**src/rtl/euler_step_seq_pkg.sv**
```systemverilog
// Shared opcode and state definitions for the Euler step sequencer and its ALU.
// DAMPING_EN adds the S_DAMP state between the velocity update and the position multiply.
package euler_step_seq_pkg;

   typedef enum logic [1:0] {
      ALU_ADD = 2'b00,
      ALU_SUB = 2'b01,
      ALU_MUL = 2'b10,
      ALU_DIV = 2'b11
   } alu_op_e;

   typedef enum logic [2:0] {
      S_IDLE,
      S_MUL_AV,
      S_ADD_V,
`ifdef DAMPING_EN
      S_DAMP,
`endif
      S_MUL_PV,
      S_ADD_P,
      S_DONE
   } state_e;

endpackage

```
**src/rtl/euler_step_seq.sv**
```systemverilog
// Semi-implicit Euler step (v' = v + a*dt, p' = p + v'*dt) sequenced through an external ALU.
// Define DAMPING_EN to add damp_in and an S_DAMP step (v' *= damp) before the position update.
module euler_step_seq
   import euler_step_seq_pkg::*;
#(
   parameter int N = 32
) (
   input  logic         clk,
   input  logic         rst,
   input  logic         start,
   input  logic [N-1:0] pos_in,
   input  logic [N-1:0] vel_in,
   input  logic [N-1:0] acc_in,
   input  logic [N-1:0] dt_in,
`ifdef DAMPING_EN
   input  logic [N-1:0] damp_in,
`endif
   output logic [N-1:0] alu_a,
   output logic [N-1:0] alu_b,
   output logic [1:0]   alu_op,
   input  logic [N-1:0] alu_result,
   output logic [N-1:0] pos_out,
   output logic [N-1:0] vel_out,
   output logic         busy,
   output logic         done
);

   state_e        state_q, state_d;
   alu_op_e       op_sel;
   logic [N-1:0]  pos_q, pos_d, vel_q, vel_d, acc_q, acc_d, dt_q, dt_d;
   logic [N-1:0]  tmp_q, tmp_d, pos_r_q, pos_r_d, vel_r_q, vel_r_d;
   logic [N-1:0]  pos_out_q, pos_out_d, vel_out_q, vel_out_d;
   logic          busy_q, busy_d, done_q, done_d;
`ifdef DAMPING_EN
   logic [N-1:0]  damp_q, damp_d;
`endif

   // NOTE: every combinational output gets a default first so no path can infer a latch.
   always_comb begin
      state_d   = state_q;
      pos_d     = pos_q;
      vel_d     = vel_q;
      acc_d     = acc_q;
      dt_d      = dt_q;
`ifdef DAMPING_EN
      damp_d    = damp_q;
`endif
      tmp_d     = tmp_q;
      pos_r_d   = pos_r_q;
      vel_r_d   = vel_r_q;
      pos_out_d = pos_out_q;
      vel_out_d = vel_out_q;
      alu_a     = '0;
      alu_b     = '0;
      op_sel    = ALU_ADD;

      case (state_q)
         S_IDLE: begin
            if (start) begin
               pos_d   = pos_in;
               vel_d   = vel_in;
               acc_d   = acc_in;
               dt_d    = dt_in;
`ifdef DAMPING_EN
               damp_d  = damp_in;
`endif
               state_d = S_MUL_AV;
            end
         end
         S_MUL_AV: begin
            alu_a   = acc_q;
            alu_b   = dt_q;
            op_sel  = ALU_MUL;
            tmp_d   = alu_result;
            state_d = S_ADD_V;
         end
         S_ADD_V: begin
            alu_a   = vel_q;
            alu_b   = tmp_q;
            op_sel  = ALU_ADD;
            vel_r_d = alu_result;
`ifdef DAMPING_EN
            state_d = S_DAMP;
`else
            state_d = S_MUL_PV;
`endif
         end
`ifdef DAMPING_EN
         S_DAMP: begin
            alu_a   = vel_r_q;
            alu_b   = damp_q;
            op_sel  = ALU_MUL;
            vel_r_d = alu_result;
            state_d = S_MUL_PV;
         end
`endif
         S_MUL_PV: begin
            alu_a   = vel_r_q;
            alu_b   = dt_q;
            op_sel  = ALU_MUL;
            tmp_d   = alu_result;
            state_d = S_ADD_P;
         end
         S_ADD_P: begin
            alu_a     = pos_q;
            alu_b     = tmp_q;
            op_sel    = ALU_ADD;
            pos_r_d   = alu_result;
            // Outputs load together with pos_r so they are valid in the done cycle.
            pos_out_d = alu_result;
            vel_out_d = vel_r_q;
            state_d   = S_DONE;
         end
         S_DONE:  state_d = S_IDLE;
         default: state_d = S_IDLE;
      endcase

      busy_d = !(state_d inside {S_IDLE, S_DONE});
      done_d = (state_d == S_DONE);
   end

   assign alu_op  = op_sel;
   assign pos_out = pos_out_q;
   assign vel_out = vel_out_q;
   assign busy    = busy_q;
   assign done    = done_q;

   // NOTE: reset is synchronous and wins over every other update, including start.
   always_ff @(posedge clk) begin
      if (rst) begin
         state_q   <= S_IDLE;
         pos_q     <= '0;
         vel_q     <= '0;
         acc_q     <= '0;
         dt_q      <= '0;
`ifdef DAMPING_EN
         damp_q    <= '0;
`endif
         tmp_q     <= '0;
         pos_r_q   <= '0;
         vel_r_q   <= '0;
         pos_out_q <= '0;
         vel_out_q <= '0;
         busy_q    <= 1'b0;
         done_q    <= 1'b0;
      end else begin
         state_q   <= state_d;
         pos_q     <= pos_d;
         vel_q     <= vel_d;
         acc_q     <= acc_d;
         dt_q      <= dt_d;
`ifdef DAMPING_EN
         damp_q    <= damp_d;
`endif
         tmp_q     <= tmp_d;
         pos_r_q   <= pos_r_d;
         vel_r_q   <= vel_r_d;
         pos_out_q <= pos_out_d;
         vel_out_q <= vel_out_d;
         busy_q    <= busy_d;
         done_q    <= done_d;
      end
   end

endmodule

```
**config.mk**
```make
export PLATFORM = sky130hd
export DESIGN_NAME = euler_step_seq
export DESIGN_NICKNAME = d
export VERILOG_FILES = /design/src/rtl/euler_step_seq_pkg.sv /design/src/rtl/euler_step_seq.sv
export SDC_FILE = /design/constraint.sdc
export NUM_CORES = 1
export LEC_CHECK = 0
export CAP_MARGIN = 0
export CORE_MARGIN = 2
export CORE_UTILIZATION = 49
export CTS_BUF_LIST = sky130_fd_sc_hd__clkbuf_4 sky130_fd_sc_hd__clkbuf_8
export CTS_CLUSTER_DIAMETER = 100
export DETAILED_ROUTE_END_ITERATION = 8
export PLACE_DENSITY = 0.78
export SETUP_SLACK_MARGIN = 0.1
export SYNTH_ARGS = -nofsm -noshare
export SYNTH_HDL_FRONTEND = slang
export SYNTH_SLANG_ARGS = --single-unit
```
**constraint.sdc**
```tcl
create_clock -name clk -period 1.8 [get_ports clk]
set_input_delay 0.27 -clock clk [delete_from_list [all_inputs] [get_ports clk]]
set_output_delay 0.27 -clock clk [all_outputs]
set_load 0.01 [all_outputs]
```
Word-level counts from Yosys, hierarchy flattened
Index checks and enable logic that the tools add are counted.
W data, S select, Z words.
- equal/unequal tests: 5
- multiplexer cells: 5
- reduce and logical (&&, ||, !) cells: 7
- operators by type and width (operator ; count):
    $pmux W32 S4 ; 1
    $pmux W32 S2 ; 1
    $pmux W3 S5 ; 1
    $eq A3 B2 Y1 const B ; 2
    $eq A3 B3 Y1 const B ; 2
    $logic_not A3 Y1 ; 2
    $reduce_or A2 Y1 ; 2
    $eq A3 B1 Y1 const B ; 1
    $mux W3 ; 1
    $mux W2 ; 1
    $reduce_and A2 Y1 ; 1
    $reduce_bool A2 Y1 ; 1
    $logic_not A1 Y1 ; 1
- register bits: 261
- output and inout port bits: 132
- word-level logic and storage cells: 28

Logic depth before layout (Yosys ltp)
Gate-level depths: netlist (run 1).
- depth in word-level cells: 5
- depth in mapped cells: 7

Worst setup path after synthesis (run 1)
No wires, ideal clock.
- path type: register -> output
- start point: reg state_q[1]
- end point: out alu_a[10]
- data arrival time: 1.361 ns
- path slack: 0.169 ns
- cell stages (with the launch flop): 7
- path through: dfxtp_1 > buf_6 > nor2b_1 > clkbuf_1 > clkbuf_1 > a22oi_1 > o22ai_1
- word-level cells in the longest chain between the ends: 2
- ends and longest elaborated chain (element ; RTL line ; source):
    from (decl) ; euler_step_seq.sv:28 ; state_e state_q, state_d;
    from (signal assigned) ; euler_step_seq.sv:147 ; state_q <= state_d;
    $eq A3 B3 Y1, or another cell as far along ; euler_step_seq.sv:57 ; case (state_q)
    $pmux W32 S4 (*) ; euler_step_seq.sv:57 ;
    to (decl) ; euler_step_seq.sv:18 ; output logic [N-1:0] alu_a,
Every way passes the cells marked *; elsewhere a longest branch is shown, timed or not.

Worst setup path in the final report (run 1)
- start point: reg state_q[2]
- end point: out alu_b[11]
- word-level cells in the longest chain between the ends: 3
- ends and longest elaborated chain (element ; RTL line ; source):
    $eq A3 B3 Y1, or another cell as far along ; euler_step_seq.sv:57 ;
    $reduce_or A2 Y1 (no line) ; -- ;
    $pmux W32 S2 (*) ; euler_step_seq.sv:57 ;
    to (decl) ; euler_step_seq.sv:19 ; output logic [N-1:0] alu_b,
Marks and branches as above.

==> results of run 1 <==
==> power breakdown <==
group	switching, µW	internal (µW)
registers	290	6150
logic	1710	1750
clock network	2240	2760
total	4240	10700
==> cell families (layout without fill, tap and decap cells) <==
| group | after synthesis | in the layout | synth area share |
|---|---|---|---|
| other | 1 | 1 | 0.000367 |
| XOR/XNOR | 1 | 1 | 0.000857 |
| multiplexers | 32 | 32 | 0.0313 |
| AND/OR/NAND/NOR | 527 | 528 | 0.199 |
| buffers and inverters | 115 | 473 | 0.0595 |
| AO/OA/AOI/OAI | 355 | 355 | 0.198 |
| flip-flops | 261 | 261 | 0.511 |
==> what timing repair did <==
| action | in CTS | in global routing |
|---|---|---|
| setup endpoints to repair | 120 | 303 |
| cloned | 6 | 26 |
| resized for setup | 385 | 168 |
| pin swaps | 24 | 34 |
| setup buffers | 11 | 15 |
==> worst reg2reg max path, cell delays in order (launching register included) <==
cell,delay (ps)
sky130_fd_sc_hd__dfxtp_4,360
sky130_fd_sc_hd__buf_4,140
sky130_fd_sc_hd__buf_4,140
sky130_fd_sc_hd__buf_6,130
sky130_fd_sc_hd__buf_8,130
sky130_fd_sc_hd__nor4b_4,250
sky130_fd_sc_hd__buf_6,180
sky130_fd_sc_hd__buf_12,190
sky130_fd_sc_hd__clkbuf_16,180
sky130_fd_sc_hd__nand2_1,70
sky130_fd_sc_hd__a21oi_1,130
==> final timing paths <==
check                              to                startpoint
max                         alu_b[11]     state_q[2]$_SDFF_PP0_
min             dt_q[17]$_SDFFE_PP0P_                 dt_in[17]
max reg2reg    vel_q[29]$_SDFFE_PP0P_     state_q[2]$_SDFF_PP0_
min reg2reg  vel_out[31]$_SDFFE_PP0N_  vel_out[31]$_SDFFE_PP0N_
==> area by class of cell <==
class	count	area [µm²]
multi-input combinational	917	5160
inverter	1	11.3
sequential	261	5230
clock inverter	4	22.5
fill	1417	4470
tap	270	338
timing repair buffer	404	4350
clock buffer	64	787
==> sequential cells by signal, summed over array words and instances (netlist names) <==
register  count
acc_q        32
dt_q         32
pos_out      32
pos_q        32
tmp_q        32
vel_out      32
vel_q        32
vel_r_q      32
state_q       3
busy          1
done          1
==> stage by stage <==
step	hold slack, ps	instances	cell area, µm²	worst slack (ps)
after floorplan	406	1292	10200	169
after global placement	441	1796	13600	-159
after detailed placement	446	1796	13600	-257
after CTS	251	1880	14700	-333
after global routing	264	1921	15900	-414
final	278	1921	15900	-348
==> metal layers <==
metal | up-vias | share of wire | global-route usage
li1 | 4985 | - | -
met5 | - | 0 | 0
met1 | 5025 | 0.41 | 0.376
met4 | 0 | 0.028 | 0.0833
met3 | 79 | 0.076 | 0.0586
met2 | 486 | 0.48 | 0.459
==> layout by cell type (no fill, tap or decap), types with 15 or more instances in the layout <==
| cell | instances |
|---|---|
| sky130_fd_sc_hd__buf_2 | 62 |
| sky130_fd_sc_hd__clkdlybuf4s50_1 | 174 |
| sky130_fd_sc_hd__o22ai_2 | 17 |
| sky130_fd_sc_hd__dfxtp_1 | 258 |
| sky130_fd_sc_hd__a22oi_2 | 17 |
| sky130_fd_sc_hd__clkbuf_16 | 19 |
| sky130_fd_sc_hd__a21oi_2 | 52 |
| sky130_fd_sc_hd__a22oi_1 | 15 |
| sky130_fd_sc_hd__buf_12 | 30 |
| sky130_fd_sc_hd__buf_4 | 34 |
| sky130_fd_sc_hd__nand2_2 | 57 |
| sky130_fd_sc_hd__a21oi_1 | 205 |
| sky130_fd_sc_hd__clkbuf_8 | 50 |
| sky130_fd_sc_hd__nand2_1 | 441 |
| sky130_fd_sc_hd__o22ai_1 | 15 |
| sky130_fd_sc_hd__dlygate4sd2_1 | 53 |
| sky130_fd_sc_hd__mux2i_1 | 26 |
| sky130_fd_sc_hd__clkbuf_4 | 15 |
| sky130_fd_sc_hd__a22o_1 | 32 |
==> impl_results.md, run 1 <==
* Smallest setup slack after layout at -348 ps
* TritonCTS sink count at 261
* Kind of path behind the tightest hold check: in2reg
* Power consumption at 14900 µW
* Setup slack, reg-to-reg at -170 ps
* Clock buffer count from CTS at 42
* Arrival time of data at the critical path endpoint at 1880 ps
* Critical path buffer and inverter count at 4
* Lkg Pwr at 0.00618 µW
* Antenna diode count at 0
* First drt pass iteration count at 5
* Overall global routing resource usage at 0.280
* DRC errors left at 0
* Average footprint of a synthesized cell at 7.91 µm²
* Buffers on Ports at 293
* Final max-slew violation count at 0
* Sort of element at the start of the critical path: register
* Max Clock Skew at 22.6 ps
* Flip-flop cell with the highest count after synthesis: sky130_fd_sc_hd__dfxtp_1
* Final design utilization at 0.781
* Level count of the clock H-tree at 2
* Maximum number of pins on one net before global-route repair at 71
* Clock latency reported for the late side of the worst-skew pair at 540 ps
* Antenna violations before repair at 0
* Total global routing overflow at 0
* Routed vias at 10600
* Number of DRC violations after detailed-routing iteration 0 at 681
* Clock transition at the registers of the reported paths at 60 ps
* Final hold violations at 0
* Routed vias/inst at 5.50
* WL final at 37100 µm
* Share of the synthesized area in the top cell type at 0.511
* Number of warnings reported in the yosys synthesis log at 0
* Synthesized netlist cell count at 1292
* Die Y-Extent at 148 µm
* X dimension of the die at 148 µm
* Wire length of the first global-routing pass at 50100 µm
* Critical Path, Cell by Cell: buf_4 > nand2b_4 > inv_8 > buf_12 > a22o_1 > clkdlybuf4s15_2
* Number of distinct library cell variants in the gate-level netlist after synthesis at 27
* Status: complete, but fails checks
* Post-Synthesis Net Count at 1455
* Average wire per cell in the routed design at 19.3 µm
* Worst Reg-to-Reg Cells at 10
* Share of the clock period used by the worst path at 1.19
* Slowest cell on the critical path: sky130_fd_sc_hd__dfxtp_4
* Hold Path Depth at 3
* Clock tree from TritonCTS: yes
* Max-slew headroom at 0.627
* Core outline area at 0.0204 mm²
* Least-Margin Pin Slew at 560 ps
* Endpoint type of the worst setup path: output port
* Number of flops mapped to enable cells by yosys at 0
* Classification of the worst setup path: reg2out
* Top area cells in the synthesized netlist: sky130_fd_sc_hd__dfxtp_1 51%, sky130_fd_sc_hd__nand2_1 19%, sky130_fd_sc_hd__a21oi_1 13%, sky130_fd_sc_hd__mux2i_1 3.1%, sky130_fd_sc_hd__a22o_1 2.7%
* Mapped cell area at 0.0102 mm²
* Highest achievable clock rate at 465 MHz
* Starting density of the core at 0.502
* Max-capacitance violation count at 0
* Cell at the root of the clock tree: sky130_fd_sc_hd__clkbuf_8
* Number of nets still failing antenna checks after routing at 0
* Worst path depth at 6
* Fraction of the yosys area taken by sequential cells at 0.511
* Worst-case vdd ir drop at 668 µV
* Gp weighted congestion at 0.861
* Number of setup violations in the final report at 211
* Ratio of total power to cell area at 937 mW/mm²
* Unrepaired setup endpoints after global routing: true
* Area leader, netlist: sky130_fd_sc_hd__dfxtp_1
* Maximum buffer depth of the clock tree at 3
* Post-DP HPWL at 21400 µm
* DIE AREA at 0.0220 mm²
* Cell with the most instances after synthesis: sky130_fd_sc_hd__nand2_1
* Number of global-route vias before repair at 9513
* Final layout net count at 1790
* Violations in the final reports: setup timing
* Post-synthesis to final-layout area growth at 55.5%
* Top cells by count, synth: 512 x sky130_fd_sc_hd__nand2_1, 261 x sky130_fd_sc_hd__dfxtp_1, 257 x sky130_fd_sc_hd__a21oi_1, 48 x sky130_fd_sc_hd__buf_2, 47 x sky130_fd_sc_hd__clkbuf_1
* Share of cells above drive strength 1 at 0.256
* Final Critical Period at 2150 ps
* I/O pin total at 295
* Final TNS setup at -32040 ps
* Top fanout value on the critical path at 20
* Async S/R FF share, synth at 0
* Synthesized flop and latch total at 261
* Cell family with the largest share of critical-path delay: buffers and inverters
* Data required, critical path at 1530 ps
* Rows at 52
* Maximum cell stage delay along the critical path at 370 ps
* Number of buffers inserted for hold repair after clock tree synthesis at 0
Note: power is estimated with default switching activity, not from simulation.
==> inputs of run 2 (changes only) <==
--- a/config.mk
+++ b/config.mk
@@ -11,6 +11,7 @@
 export CTS_BUF_LIST = sky130_fd_sc_hd__clkbuf_4 sky130_fd_sc_hd__clkbuf_8
 export CTS_CLUSTER_DIAMETER = 100
 export DETAILED_ROUTE_END_ITERATION = 8
+export GPL_ROUTABILITY_DRIVEN = 0
 export PLACE_DENSITY = 0.78
 export SETUP_SLACK_MARGIN = 0.1
 export SYNTH_ARGS = -nofsm -noshare
==> impl_results.md, run 2 (synthesized netlist as in run 1, its figures left out) <==
* Number of setup violations in the final report at 256 (+21%)
* Unrepaired setup endpoints after global routing: true
* Clock tree from TritonCTS: yes
* Number of fill cells in the layout at 1341 (-5.4%)
* Cell Count Post-Placement at 1801 (+0.28%)
* Max-slew headroom at 0.664 (+0.0378)
* Buffers on Ports at 293 (unchanged)
* Leading cell types in the layout, fill and taps excluded: 473 x sky130_fd_sc_hd__nand2_1, 258 x sky130_fd_sc_hd__dfxtp_1, 220 x sky130_fd_sc_hd__a21oi_1
* Die Y-Extent at 148 µm (unchanged)
* Clock latency reported for the late side of the worst-skew pair at 540 ps (about the same)
* Total global routing overflow at 0 (unchanged)
* Maximum buffer depth of the clock tree at 3 (unchanged)
* Number of DRC violations after detailed-routing iteration 0 at 786 (+15%)
* First drt pass iteration count at 7 (+2)
* Least-Margin Pin Slew at 504 ps (-56.7 ps)
* Post-route worst hold slack at 255 ps (-22.9 ps)
* X dimension of the die at 148 µm (unchanged)
* Top fanout value on the critical path at 8 (-60%)
* Final non-filler cell total at 1953 (+1.7%)
* I/O pin total at 295 (unchanged)
* Antenna violations before repair at 0 (unchanged)
* Classification of the worst setup path: reg2out
* Final hold violations at 0 (unchanged)
* Maximum cell stage delay along the critical path at 360 ps (about the same)
* Slowest cell on the critical path: sky130_fd_sc_hd__dfxtp_4
* Antenna diode count at 0 (unchanged)
* Pre-CTS setup slack at -229 ps (+28.2 ps)
* Kind of path behind the tightest hold check: in2reg
* Clock transition at the registers of the reported paths at 60 ps (about the same)
* Highest routing layer actually used: met4
* Cell at the root of the clock tree: sky130_fd_sc_hd__clkbuf_8
* Area used by multi-input combinational logic at 0.00486 mm² (-5.7%)
* DRC errors left at 0 (unchanged)
* Number of global-route vias before repair at 10200 (+7.0%)
* Lkg Pwr at 0.00625 µW (+1.1%)
* TritonCTS sink count at 261 (unchanged)
* WL final at 38200 µm (+3.0%)
* Smallest setup slack after layout at -398 ps (-49.4 ps)
* Number of buffers inserted for hold repair after clock tree synthesis at 0 (unchanged)
* Critical Path, Cell by Cell: nor2b_4 > o21ba_4 > buf_12 > clkbuf_16 > a22o_1 > buf_2
* Routed vias at 11000 (+3.6%)
* Maximum number of pins on one net before global-route repair at 66 (-7.0%)
* Final Critical Period at 2200 ps (+49.4 ps)
* Violations in the final reports: setup timing
* Sort of element at the start of the critical path: register
* Final max-slew violation count at 0 (unchanged)
* Post-synthesis to final-layout area growth at 57.3%
* Routed vias/inst at 5.61 (+1.9%)
* Wire length of the first global-routing pass at 54200 µm (+8.3%)
* Max-capacitance violation count at 0 (unchanged)
* Endpoint type of the worst setup path: output port
* Met2 WL at 18600 µm (+3.9%)
* Starting density of the core at 0.502 (unchanged)
* Share of the clock period used by the worst path at 1.22 (+0.0275)
* Level count of the clock H-tree at 2 (unchanged)
* Most frequent standard cell in the layout excluding fill and tap cells: sky130_fd_sc_hd__nand2_1
* Post-DP HPWL at 21600 µm (+1.1%)
* M1 WL at 14900 µm (-2.9%)
* Highest achievable clock rate at 455 MHz (-2.2%)
* Overall global routing resource usage at 0.309 (+0.0290)
* Average wire per cell in the routed design at 19.6 µm (+1.3%)
* Ratio of total power to cell area at 958 mW/mm² (+2.2%)
* DR WL met3 at 3250 µm (+15%)
* Final TNS setup at -49200 ps (-17150 ps)
* Status: complete, but fails checks
* Arrival time of data at the critical path endpoint at 1930 ps (+50 ps)
* Number of nets still failing antenna checks after routing at 0 (unchanged)
* Final layout net count at 1823 (+1.8%)
* Core outline area at 0.0204 mm² (unchanged)
* Data required, critical path at 1530 ps (about the same)
* Max Clock Skew at 20.2 ps (-2.42 ps)
* Worst-case vdd ir drop at 635 µV (-4.9%)
* Rows at 52 (unchanged)
* Clock buffer count from CTS at 43 (+2.4%)
* Share of cells above drive strength 1 at 0.234 (-0.0227)
* Power consumption at 15400 µW (+3.4%)
* Area of all sequential standard cells at 0.00523 mm² (unchanged)
* DIE AREA at 0.0220 mm² (unchanged)
## run 2: changes by cell type in the layout (fill, tap and decap cells not counted), sizes merged, moves of 2 or more
cell,change
clkbuf,-9
clkdlybuf4s50,+13
dlygate4sd2,-13
clkinv,-2
buf,+41
## run 2: metal layers
| metal | global-route usage | vias to the layer above |
|---|---|---|
| li1 | - | 5071 |
| met4 | 0.116 | 0 |
| met5 | 0 | - |
| met1 | 0.395 | 5175 |
| met3 | 0.0546 | 117 |
| met2 | 0.525 | 596 |
## run 2: critical path: cells and delay by family (launching register included)
| kind | cells | cell delay (ps) |
|---|---|---|
| AOI/OAI and AO/OA | 2 | 430 |
| DFF | 1 | 360 |
| buffers and inverters | 3 | 430 |
| and+or+nand+nor | 1 | 160 |
## run 2: area by class of cell
type / count / area share
clock inverter: 2 / 0.00218
tap: 270 / 0.0210
timing repair buffer: 436 / 0.298
inverter: 1 / 0.000545
multi-input combinational: 917 / 0.302
clock buffer: 66 / 0.0506
sequential: 261 / 0.325
## run 2: what timing repair did
item,CTS,global route
pin swaps,26,22
gates cloned,23,10
setup endpoints to repair,205,301
resized for setup,355,124
buffers inserted,30,23
## run 2: final timing paths
kind / from / end / slack, ps / cells past startpoint
setup / recovery: state_q[1]$_SDFF_PP0_ / alu_b[9] / -400 / 6
hold / removal: rst / dt_q[20]$_SDFFE_PP0P_ / 250 / 2
setup reg to reg: state_q[1]$_SDFF_PP0_ / vel_q[15]$_SDFFE_PP0P_ / -330 / 8
hold reg to reg: vel_out[19]$_SDFFE_PP0N_ / vel_out[19]$_SDFFE_PP0N_ / 450 / 2
## run 2: through the flow
step,area [µm²],utilization
4_1_cts,15300,0.753
2_1_floorplan,10200,-
3_5_place_dp,13600,0.670
6_report,16100,0.790
5_1_grt,16100,0.790
3_3_place_gp,13600,0.670
## run 2: power by group
part	total [µW]	switching, µW	internal (µW)	leakage, µW
sequential	6430	282	6150	0.00213
combinational	3740	1740	2000	0.00367
clock	5240	2250	2980	0.000454
